**src/rtl/osc_trig_acq_if.sv**
```systemverilog
`default_nettype none
// ============================================================================
// Module      : osc_trig_acq_if
// Description : Bus bundle between the ADC capture registers, the trigger /
//               acquisition sequencer and the sample RAM write port.
// Revision    : 1.0  initial release
// ============================================================================
interface osc_trig_acq_if #(
    parameter int NCH   = 4,
    parameter int DW    = 8,
    parameter int RAM_W = 10
);
    logic [NCH*DW-1:0] data_in;
    logic              arm;
    logic              rd_done;
    logic [1:0]        mode;
    logic [NCH-1:0]    trig_en;
    logic              trig_rising;
    logic [DW-1:0]     thresh_lo;
    logic [DW-1:0]     thresh_hi;
    logic [RAM_W-1:0]  tot;
    logic              ext_trig;
    logic              trig_in;
    logic [RAM_W-1:0]  triggerpoint;
    logic [RAM_W-1:0]  nsmp;
    logic [4:0]        downsample;
    logic              highres;

    logic              wr_en;
    logic [RAM_W-1:0]  wraddress;
    logic [NCH*DW-1:0] wr_data;
    logic [RAM_W-1:0]  trig_addr;
    logic              data_ready;
    logic              acquiring;
    logic              trig_out;

    // Control/sample source side
    modport master (
        output data_in, arm, rd_done, mode, trig_en, trig_rising, thresh_lo,
               thresh_hi, tot, ext_trig, trig_in, triggerpoint, nsmp,
               downsample, highres,
        input  wr_en, wraddress, wr_data, trig_addr, data_ready, acquiring,
               trig_out
    );

    // Sequencer side
    modport slave (
        input  data_in, arm, rd_done, mode, trig_en, trig_rising, thresh_lo,
               thresh_hi, tot, ext_trig, trig_in, triggerpoint, nsmp,
               downsample, highres,
        output wr_en, wraddress, wr_data, trig_addr, data_ready, acquiring,
               trig_out
    );
endinterface
`default_nettype wire

```
**src/rtl/osc_trig_acq.sv**
```systemverilog
`default_nettype none
// ============================================================================
// Module      : osc_trig_acq
// Description : Multi-channel window trigger with time-over-threshold
//               qualification, NORMAL/AUTO/FORCE modes and pre/post-trigger
//               capture sequencing into a circular sample RAM.
// Options     : OSC_HIGHRES_EN - enables per-channel averaging (highres)
// Revision    : 1.0  initial release
// ============================================================================
module osc_trig_acq #(
    parameter int NCH        = 4,
    parameter int DW         = 8,
    parameter int RAM_W      = 10,
    parameter int AUTO_TICKS = 25000000,
    parameter int MAXHR      = 5
) (
    input logic              clk,
    input logic              rst,
    osc_trig_acq_if.slave    bus
);
    localparam logic [2:0]  c_st_idle    = 3'd0;
    localparam logic [2:0]  c_st_preacq  = 3'd1;
    localparam logic [2:0]  c_st_waiting = 3'd2;
    localparam logic [2:0]  c_st_postacq = 3'd3;
    localparam logic [2:0]  c_st_done    = 3'd4;
    localparam logic [31:0] c_auto_ticks = 32'(AUTO_TICKS);
    localparam logic [RAM_W:0] c_cnt_one = (RAM_W+1)'(1);

    logic [NCH*DW-1:0] r_d1;
    logic [NCH-1:0]    r_w1, r_w2, w_win, w_edge, w_cond, w_fire;
    logic [31:0]       r_ds_cnt, r_wait_cnt, w_ds_max;
    logic              w_tick, w_store, w_selftrig, w_trigger, r_trig_out;
    logic [2:0]        r_state, w_state_nxt;
    logic [RAM_W-1:0]  r_sc, w_sc_nxt, w_sc_inc, w_post_len, w_first;
    logic [RAM_W-1:0]  r_wraddr, r_trig_addr, w_trig_addr_nxt;
    logic              r_acq, w_acq_nxt, r_ready, w_ready_nxt;
    logic [NCH*DW-1:0] w_wr_data;

    // Input sample and window-state pipeline
    always_ff @(posedge clk) begin
        if (rst) begin
            r_d1 <= '0;
            r_w1 <= '0;
            r_w2 <= '0;
        end else begin
            r_d1 <= bus.data_in;
            r_w1 <= w_win;
            r_w2 <= r_w1;
        end
    end

    // Store tick: one sample in every 2^downsample
    assign w_ds_max = (32'd1 << bus.downsample) - 32'd1;
    assign w_tick   = (bus.downsample == 5'd0) || (r_ds_cnt == w_ds_max);
    assign w_store  = w_tick & r_acq;

    // Downsample phase counter, free-running in every state
    always_ff @(posedge clk) begin
        if (rst || w_tick) r_ds_cnt <= '0;
        else               r_ds_cnt <= r_ds_cnt + 32'd1;
    end

    for (genvar c = 0; c < NCH; c++) begin : g_ch
        logic [DW-1:0]  w_smp;
        logic [RAM_W:0] r_cnt;
        logic           r_fire_c;

        assign w_smp     = r_d1[c*DW +: DW];
        assign w_win[c]  = (w_smp >= bus.thresh_lo) && (w_smp <= bus.thresh_hi);
        assign w_edge[c] = bus.trig_rising ? (r_w1[c] & ~r_w2[c]) : (~r_w1[c] & r_w2[c]);
        assign w_cond[c] = bus.trig_rising ? r_w1[c] : ~r_w1[c];
        assign w_fire[c] = r_fire_c;

        // Edge detect with optional time-over-threshold qualification
        always_ff @(posedge clk) begin
            if (rst) begin
                r_cnt    <= '0;
                r_fire_c <= 1'b0;
            end else if (bus.tot == '0) begin
                r_cnt    <= '0;
                r_fire_c <= w_edge[c];
            end else begin
                r_fire_c <= 1'b0;
                if (r_cnt > {1'b0, bus.tot}) begin
                    r_fire_c <= 1'b1;
                    r_cnt    <= '0;
                end else if (w_edge[c]) begin
                    r_cnt <= c_cnt_one;
                end else if (w_tick && (r_cnt != '0)) begin
                    if (!w_cond[c])      r_cnt <= '0;
                    else if (r_cnt != '1) r_cnt <= r_cnt + c_cnt_one;
                end
            end
        end
    end

    assign w_selftrig = (|(bus.trig_en & w_fire)) | bus.ext_trig;
    assign w_trigger  = w_selftrig | bus.trig_in
                      | ((bus.mode == 2'd1) && (r_wait_cnt == c_auto_ticks))
                      | ((bus.mode == 2'd2) && (r_wait_cnt == 32'd0));

    // Cycles spent in WAITING; holds once the AUTO limit is reached
    always_ff @(posedge clk) begin
        if (rst || (r_state != c_st_waiting)) r_wait_cnt <= '0;
        else if (r_wait_cnt != c_auto_ticks)  r_wait_cnt <= r_wait_cnt + 32'd1;
    end

    assign w_sc_inc   = r_sc + 1'b1;
    assign w_post_len = bus.nsmp - bus.triggerpoint;
    assign w_first    = {{(RAM_W-1){1'b0}}, w_store};

    // Acquisition sequencer: next state and flags
    always_comb begin
        w_state_nxt     = r_state;
        w_sc_nxt        = r_sc;
        w_acq_nxt       = r_acq;
        w_ready_nxt     = r_ready;
        w_trig_addr_nxt = r_trig_addr;
        case (r_state)
            c_st_idle: begin
                if (bus.arm) begin
                    w_state_nxt = c_st_preacq;
                    w_sc_nxt    = '0;
                    w_acq_nxt   = 1'b1;
                end
            end
            c_st_preacq: begin
                if (w_store) w_sc_nxt = w_sc_inc;
                if ((bus.triggerpoint == '0) || (w_store && (w_sc_inc == bus.triggerpoint))) begin
                    w_state_nxt = c_st_waiting;
                    w_sc_nxt    = '0;
                end
            end
            c_st_waiting: begin
                if (w_trigger) begin
                    // The store made in the trigger cycle is the first post-trigger sample
                    w_trig_addr_nxt = r_wraddr;
                    w_sc_nxt        = w_first;
                    if ((w_post_len == '0) || (w_first == w_post_len)) begin
                        w_state_nxt = c_st_done;
                        w_acq_nxt   = 1'b0;
                        w_ready_nxt = 1'b1;
                    end else begin
                        w_state_nxt = c_st_postacq;
                    end
                end
            end
            c_st_postacq: begin
                if (w_store) begin
                    w_sc_nxt = w_sc_inc;
                    if (w_sc_inc == w_post_len) begin
                        w_state_nxt = c_st_done;
                        w_acq_nxt   = 1'b0;
                        w_ready_nxt = 1'b1;
                    end
                end
            end
            c_st_done: begin
                if (bus.rd_done) begin
                    w_ready_nxt = 1'b0;
                    if (bus.arm) begin
                        w_state_nxt = c_st_preacq;
                        w_sc_nxt    = '0;
                        w_acq_nxt   = 1'b1;
                    end else begin
                        w_state_nxt = c_st_idle;
                    end
                end
            end
            default: begin
                w_state_nxt = c_st_idle;
                w_acq_nxt   = 1'b0;
                w_ready_nxt = 1'b0;
            end
        endcase
    end

    // Sequencer registers, write pointer and neighbour trigger output
    always_ff @(posedge clk) begin
        if (rst) begin
            r_state     <= c_st_idle;
            r_sc        <= '0;
            r_acq       <= 1'b0;
            r_ready     <= 1'b0;
            r_trig_addr <= '0;
            r_wraddr    <= '0;
            r_trig_out  <= 1'b0;
        end else begin
            r_state     <= w_state_nxt;
            r_sc        <= w_sc_nxt;
            r_acq       <= w_acq_nxt;
            r_ready     <= w_ready_nxt;
            r_trig_addr <= w_trig_addr_nxt;
            r_trig_out  <= w_selftrig;
            if (w_store) r_wraddr <= r_wraddr + 1'b1;
        end
    end

`ifdef OSC_HIGHRES_EN
    localparam int c_aw = DW + MAXHR;
    logic [MAXHR-1:0] r_hr_cnt;
    logic             w_hr_flush, w_hr_on;
    logic [4:0]       w_shift;

    assign w_hr_flush = (r_hr_cnt == '1);
    assign w_hr_on    = bus.highres && (bus.downsample != 5'd0);
    assign w_shift    = (bus.downsample > 5'(MAXHR)) ? 5'(MAXHR) : bus.downsample;

    // Accumulated-sample counter bounding the averaging depth
    always_ff @(posedge clk) begin
        if (rst || w_tick || w_hr_flush) r_hr_cnt <= '0;
        else                             r_hr_cnt <= r_hr_cnt + 1'b1;
    end

    for (genvar c = 0; c < NCH; c++) begin : g_hr
        logic [c_aw-1:0] r_acc, w_sum;
        logic [DW-1:0]   w_avg;
        assign w_sum = r_acc + c_aw'(r_d1[c*DW +: DW]);
        assign w_avg = DW'(w_sum >> w_shift);
        assign w_wr_data[c*DW +: DW] = w_hr_on ? w_avg : r_d1[c*DW +: DW];

        // Running sum, restarted at every store tick or depth overflow
        always_ff @(posedge clk) begin
            if (rst || w_tick || w_hr_flush) r_acc <= '0;
            else                             r_acc <= w_sum;
        end
    end
`else
    localparam int c_unused_maxhr = MAXHR;
    logic w_unused_hr;
    assign w_unused_hr = bus.highres;
    assign w_wr_data   = r_d1;
`endif

    assign bus.wr_en      = w_store;
    assign bus.wraddress  = r_wraddr;
    assign bus.wr_data    = w_wr_data;
    assign bus.trig_addr  = r_trig_addr;
    assign bus.data_ready = r_ready;
    assign bus.acquiring  = r_acq;
    assign bus.trig_out   = r_trig_out;
endmodule
`default_nettype wire

```
**src/flat_wrapper.sv**
```systemverilog
// flat-port wrapper written by rule: the top's interface ports become plain ports
module osc_trig_acq_flat 
#(
    parameter int NCH        = 4,
    parameter int DW         = 8,
    parameter int RAM_W      = 10,
    parameter int AUTO_TICKS = 25000000,
    parameter int MAXHR      = 5
)
  (clk, rst, bus_data_in, bus_arm, bus_rd_done, bus_mode, bus_trig_en, bus_trig_rising, bus_thresh_lo, bus_thresh_hi, bus_tot, bus_ext_trig, bus_trig_in, bus_triggerpoint, bus_nsmp, bus_downsample, bus_highres, bus_wr_en, bus_wraddress, bus_wr_data, bus_trig_addr, bus_data_ready, bus_acquiring, bus_trig_out);
  osc_trig_acq_if #(.NCH(NCH), .DW(DW), .RAM_W(RAM_W)) bus_i ();
  input logic clk;
  input logic rst;
  input wire logic [$bits(bus_i.data_in)-1:0] bus_data_in;
  input wire logic [$bits(bus_i.arm)-1:0] bus_arm;
  input wire logic [$bits(bus_i.rd_done)-1:0] bus_rd_done;
  input wire logic [$bits(bus_i.mode)-1:0] bus_mode;
  input wire logic [$bits(bus_i.trig_en)-1:0] bus_trig_en;
  input wire logic [$bits(bus_i.trig_rising)-1:0] bus_trig_rising;
  input wire logic [$bits(bus_i.thresh_lo)-1:0] bus_thresh_lo;
  input wire logic [$bits(bus_i.thresh_hi)-1:0] bus_thresh_hi;
  input wire logic [$bits(bus_i.tot)-1:0] bus_tot;
  input wire logic [$bits(bus_i.ext_trig)-1:0] bus_ext_trig;
  input wire logic [$bits(bus_i.trig_in)-1:0] bus_trig_in;
  input wire logic [$bits(bus_i.triggerpoint)-1:0] bus_triggerpoint;
  input wire logic [$bits(bus_i.nsmp)-1:0] bus_nsmp;
  input wire logic [$bits(bus_i.downsample)-1:0] bus_downsample;
  input wire logic [$bits(bus_i.highres)-1:0] bus_highres;
  output wire logic [$bits(bus_i.wr_en)-1:0] bus_wr_en;
  output wire logic [$bits(bus_i.wraddress)-1:0] bus_wraddress;
  output wire logic [$bits(bus_i.wr_data)-1:0] bus_wr_data;
  output wire logic [$bits(bus_i.trig_addr)-1:0] bus_trig_addr;
  output wire logic [$bits(bus_i.data_ready)-1:0] bus_data_ready;
  output wire logic [$bits(bus_i.acquiring)-1:0] bus_acquiring;
  output wire logic [$bits(bus_i.trig_out)-1:0] bus_trig_out;
  assign bus_i.data_in = bus_data_in;
  assign bus_i.arm = bus_arm;
  assign bus_i.rd_done = bus_rd_done;
  assign bus_i.mode = bus_mode;
  assign bus_i.trig_en = bus_trig_en;
  assign bus_i.trig_rising = bus_trig_rising;
  assign bus_i.thresh_lo = bus_thresh_lo;
  assign bus_i.thresh_hi = bus_thresh_hi;
  assign bus_i.tot = bus_tot;
  assign bus_i.ext_trig = bus_ext_trig;
  assign bus_i.trig_in = bus_trig_in;
  assign bus_i.triggerpoint = bus_triggerpoint;
  assign bus_i.nsmp = bus_nsmp;
  assign bus_i.downsample = bus_downsample;
  assign bus_i.highres = bus_highres;
  assign bus_wr_en = bus_i.wr_en;
  assign bus_wraddress = bus_i.wraddress;
  assign bus_wr_data = bus_i.wr_data;
  assign bus_trig_addr = bus_i.trig_addr;
  assign bus_data_ready = bus_i.data_ready;
  assign bus_acquiring = bus_i.acquiring;
  assign bus_trig_out = bus_i.trig_out;
  osc_trig_acq #(.NCH(NCH), .DW(DW), .RAM_W(RAM_W), .AUTO_TICKS(AUTO_TICKS), .MAXHR(MAXHR)) u_core (.clk(clk), .rst(rst), .bus(bus_i));
endmodule
```
**config.mk**
```make
export PLATFORM = sky130hd
export DESIGN_NAME = osc_trig_acq_flat
export DESIGN_NICKNAME = d
export VERILOG_FILES = /design/src/rtl/osc_trig_acq_if.sv /design/src/rtl/osc_trig_acq.sv /design/src/flat_wrapper.sv
export SDC_FILE = /design/constraint.sdc
export NUM_CORES = 1
export LEC_CHECK = 0
export ABC_AREA = 1
export CORE_ASPECT_RATIO = 2
export CORE_UTILIZATION = 45
export DETAILED_ROUTE_END_ITERATION = 16
export PLACE_DENSITY = 0.66
export SYNTH_ARGS = -nofsm -noshare
export SYNTH_HDL_FRONTEND = slang
export SYNTH_SLANG_ARGS = --single-unit
```
**constraint.sdc**
```tcl
create_clock -name clk -period 4.57 [get_ports clk]
set_input_delay 0.914 -clock clk [delete_from_list [all_inputs] [get_ports clk]]
set_output_delay 0.914 -clock clk [all_outputs]
set_load 0.1 [all_outputs]
```
==> results.txt <==
By startpoint and endpoint, the worst setup path is classified as in2out. The clock latency on the worst-skew pair is 0.45 ns. For this design, the sink count on the clock tree is 188. The final setup violation count came out at 0. The floorplan core area is 28700 um^2.

Synthesis inferred 188 register bits. The width of the chip is 123 um. The number of global-route vias before repair came out at 13.5k. After synthesis, the largest family of logic cells by area is simple AND/OR/NAND/NOR gates. The number of warnings issued by yosys came out at 0. TritonCTS built the clock tree. Clock-pin slew was measured on the worst setup and hold paths at 0.06 ns. The pre-antenna-repair detailed-routing pass consisted of 4 iterations. The via total after detailed routing came out at 13.3k. The number of enable flip-flop cells after synthesis is 0. At the pin with the least slew margin, the transition time is 1.05 ns. The share of final-layout standard cells stronger than drive strength 1 is 9.42%.

Setup repair after global routing left no endpoint under its margin. The placed wire-length estimate after detailed placement is 30400 um. In the post-synthesis netlist, the biggest area contributors are sky130_fd_sc_hd__dfxtp_1 29%, sky130_fd_sc_hd__ha_1 12%, sky130_fd_sc_hd__nand2_1 9.8%. The most common cell after layout, fill and taps aside is sky130_fd_sc_hd__nand2_1.

Dividing the detail-routed via count by the number of cells gives 5.25. The area share of fa/ha/maj cells after synthesis is 12.3%. The final period utilization came out at 96.5%.

Leaving out fill and tap cells, the most frequent cells in the layout are 340 x sky130_fd_sc_hd__nand2_1, 302 x sky130_fd_sc_hd__inv_1, 214 x sky130_fd_sc_hd__nor2_1. The count of input and output buffers came out at 151. The first-pass GRT wire length is 60900 um.

The chip height came out at 243 um. For this run, the leading register cell type out of synthesis is sky130_fd_sc_hd__dfxtp_1. Of all cell types, the one taking the most synthesized area is sky130_fd_sc_hd__dfxtp_1. The total DRC errors in the routed layout came out at 0. The worst-case clock buffer depth came out at 2.

The post-layout utilization of the core came out at 57.0%. The cell count after synthesis came out at 1916. The multiplexer fraction of the synthesized cell area came out at 0%. The H-tree depth came out at 4. In this design, the largest share of critical-path delay is due to simple AND/OR/NAND/NOR gates.

STA classifies the critical path endpoint as an output port. The cell area after technology mapping is 13100 um^2. The flow ran to the end, and the final reports show no timing, DRC or antenna violations.

Across the VDD grid, the largest voltage drop is 0.000255 V. The required time reported for the critical path endpoint came out at 3.66 ns. Traced cell by cell, the critical path runs through clkdlybuf4s50_1 > inv_2 > nand3_1 > nor2_2 > inv_2 > ha_2 > nand3_2 > inv_4 > nand2_4 > nor2_4 > buf_6 > xor2_1 > nand3_1 > nor2_1 > nand2_1 > nor2_4 > nand3_4 > nand2_4 > nand2_4 > clkinv_2 > buf_12. The number of nets at the end of the flow is 2379.

The share of the synthesized area in compound gates (AO/OA/AOI/OAI) came out at 12.6%. Headroom to the max-slew limit came out at 29.7%. The number of max-slew violations in the final report came out at 0. The root buffer cell chosen for the clock tree is sky130_fd_sc_hd__clkbuf_16. The sequential element share of the synthesized area came out at 28.8%.

The setup TNS came out at 0 ns. The share of the synthesized area in the top cell type came out at 28.8%. Dividing total power by cell area gives a power density of 283 nW/um^2.

The number of antenna violations at the first check in global routing was 0. Among all stages on the critical path, the largest delay is contributed by sky130_fd_sc_hd__clkdlybuf4s50_1. The final-report hold violation count is 0.

Data arrives at the worst endpoint at 3.50 ns. Counting stages on the worst path, the most repeated cell is sky130_fd_sc_hd__nand2_4. The critical path launch point type is an input port. The proportion of synthesized flip-flops having asynchronous set or reset is 0%. The post-detailed-route wirelength per cell came out at 14.9 um. When the netlist entered floorplanning its net count stood at 2141. The largest net degree at the start of global routing came out at 35. The worst hold margin is 0.439 ns. The total length of routed wires is 37600 um. The final standard cell count with taps included and fillers excluded is 2526. The stage delay of the slowest cell on the critical path came out at 0.49 ns.

The synthesized netlist contains 58 unique library cells. The number of buffer and inverter instances along the worst setup path came out at 7. The starting utilization of the core area is 45.5%. The post-synthesis to final-layout area growth is 25.2%. Averaged over all synthesized cells, the footprint is 6.83 um^2.

The CTS buffer count is 17. Clock skew on the completed layout was measured at 0.00984 ns. The number of top-level design ports is 153. The maximum clock rate is 227 MHz. In this run the remaining antenna-violating nets after routing total 0. The full die area came out at 29800 um^2. The leakage power is 0.00722 uW. The weighted congestion reported at the end of routability-driven placement is 0.925. The area share of xor/xnor cells in the synthesized design is 4.93%. The highest fanout seen on the critical path came out at 4. The post-cts hold buffer count is 0. The setup slack after layout came out at 0.159 ns. The total congestion overflow after global routing came out at 0. In this run, placement finished with an instance count of 2493. Counting I/O delays and the setup requirement, the final critical path takes 4.41 ns. Across the run, the number of max-cap violations was 0. The setup slack at placement is -0.143 ns.

The initial detailed-routing violation count came out at 537. The final antenna diode count came out at 0. In this run the core area contains 88 standard-cell rows.

The fraction of the mapped netlist area in simple logic gates came out at 31.3%. The path type of the worst min-delay path is reg2reg. The total global-route track usage came out at 26.0%.
==> sequential cells by signal (all words and copies together), names as in the netlist, 10 cells and up <==
name,flops
u_core.g_ch.r_cnt,44
u_core.bus.wr_data,32
u_core.r_ds_cnt,32
u_core.r_wait_cnt,32
u_core.bus.trig_addr,10
u_core.bus.wraddress,10
u_core.r_sc,10
==> repair_timing <==
action / CTS / global route
resized for setup: 7 / 27
pin swaps: 2 / 7
setup buffers: 1 / 1
endpoints found under the hold margin: 0 / 0
endpoints found under the setup margin: 1 / 1
==> kinds of logic after synthesis <==
family / after synthesis
fa+ha+maj: 128
xor+xnor: 72
buf+inv: 344
flops: 188
simple gates: 895
compound gates: 289
==> per-layer routing <==
| metal | up-vias | global-route usage (%) | part of all wire (%) |
|---|---|---|---|
| met1 | 6018 | 22.0 | 34 |
| met2 | 293 | 51.9 | 56 |
| met4 | 0 | 18.4 | 6.6 |
| li1 | 6804 | - | - |
| met5 | - | 0 | 0 |
| met3 | 142 | 4.11 | 3.2 |
==> synth_stat cells (all sizes together) (16+ instances only) <==
cell    count
nand3     103
nor4       22
xor2       52
nand4      68
dfxtp     188
xnor2      19
inv       313
nand2     352
a211oi     20
a21oi     140
nor2      242
nor3       73
clkbuf     16
o21ai      77
ha        127
==> worst register-to-register path, stage by stage, from the launching register on <==
cell	delay [ns]
sky130_fd_sc_hd__dfxtp_1	0.43
sky130_fd_sc_hd__ha_1	0.20
sky130_fd_sc_hd__nand2_1	0.07
sky130_fd_sc_hd__nor2_1	0.14
sky130_fd_sc_hd__nand3_1	0.13
sky130_fd_sc_hd__nor3_1	0.35
sky130_fd_sc_hd__nand3_1	0.21
sky130_fd_sc_hd__nor2_1	0.13
sky130_fd_sc_hd__inv_1	0.06
sky130_fd_sc_hd__nor2_1	0.12
sky130_fd_sc_hd__nand3_1	0.13
sky130_fd_sc_hd__nor3_1	0.31
sky130_fd_sc_hd__nand4_1	0.17
sky130_fd_sc_hd__nor2_1	0.18
sky130_fd_sc_hd__nand2_1	0.11
sky130_fd_sc_hd__nor4_1	0.43
sky130_fd_sc_hd__a21oi_1	0.12
sky130_fd_sc_hd__a21boi_0	0.14
==> worst paths after layout <==
| kind | start | to | slack, ns | depth (start not counted) |
|---|---|---|---|---|
| setup / recovery | bus_downsample[2] | bus_wr_en | 0.16 | 21 |
| hold / removal | u_core.r_w1[3]$_SDFF_PP0_ | u_core.r_w2[3]$_SDFF_PP0_ | 0.44 | 2 |
| setup reg to reg | u_core.r_ds_cnt[0]$_SDFF_PP0_ | u_core.r_ds_cnt[28]$_SDFF_PP0_ | 1.03 | 17 |
| hold reg to reg | u_core.r_w1[3]$_SDFF_PP0_ | u_core.r_w2[3]$_SDFF_PP0_ | 0.44 | 2 |
==> layout make-up <==
type / count / area (um^2)
Fill cell: 2793 / 12400
Multi-Input combinational cell: 1384 / 8090
Sequential cell: 188 / 3760
Timing Repair Buffer: 247 / 2270
Inverter: 316 / 1190
Tap cell: 360 / 450
Clock buffer: 18 / 439
Clock inverter: 13 / 168
==> power breakdown <==
group | internal [uW] | switching [uW] | total, uW
Sequential | 1700 | 66.0 | 1770
Clock | 878 | 683 | 1560
Combinational | 437 | 870 | 1310
==> through the flow <==
stage	instance area [um^2]	power (uW)
5_1_grt	16400	4860
2_1_floorplan	13100	2660
4_1_cts	16300	4670
3_3_place_gp	15600	3080
6_report	16400	4640
3_5_place_dp	15600	3100
Power figures use the tool's default switching activity.
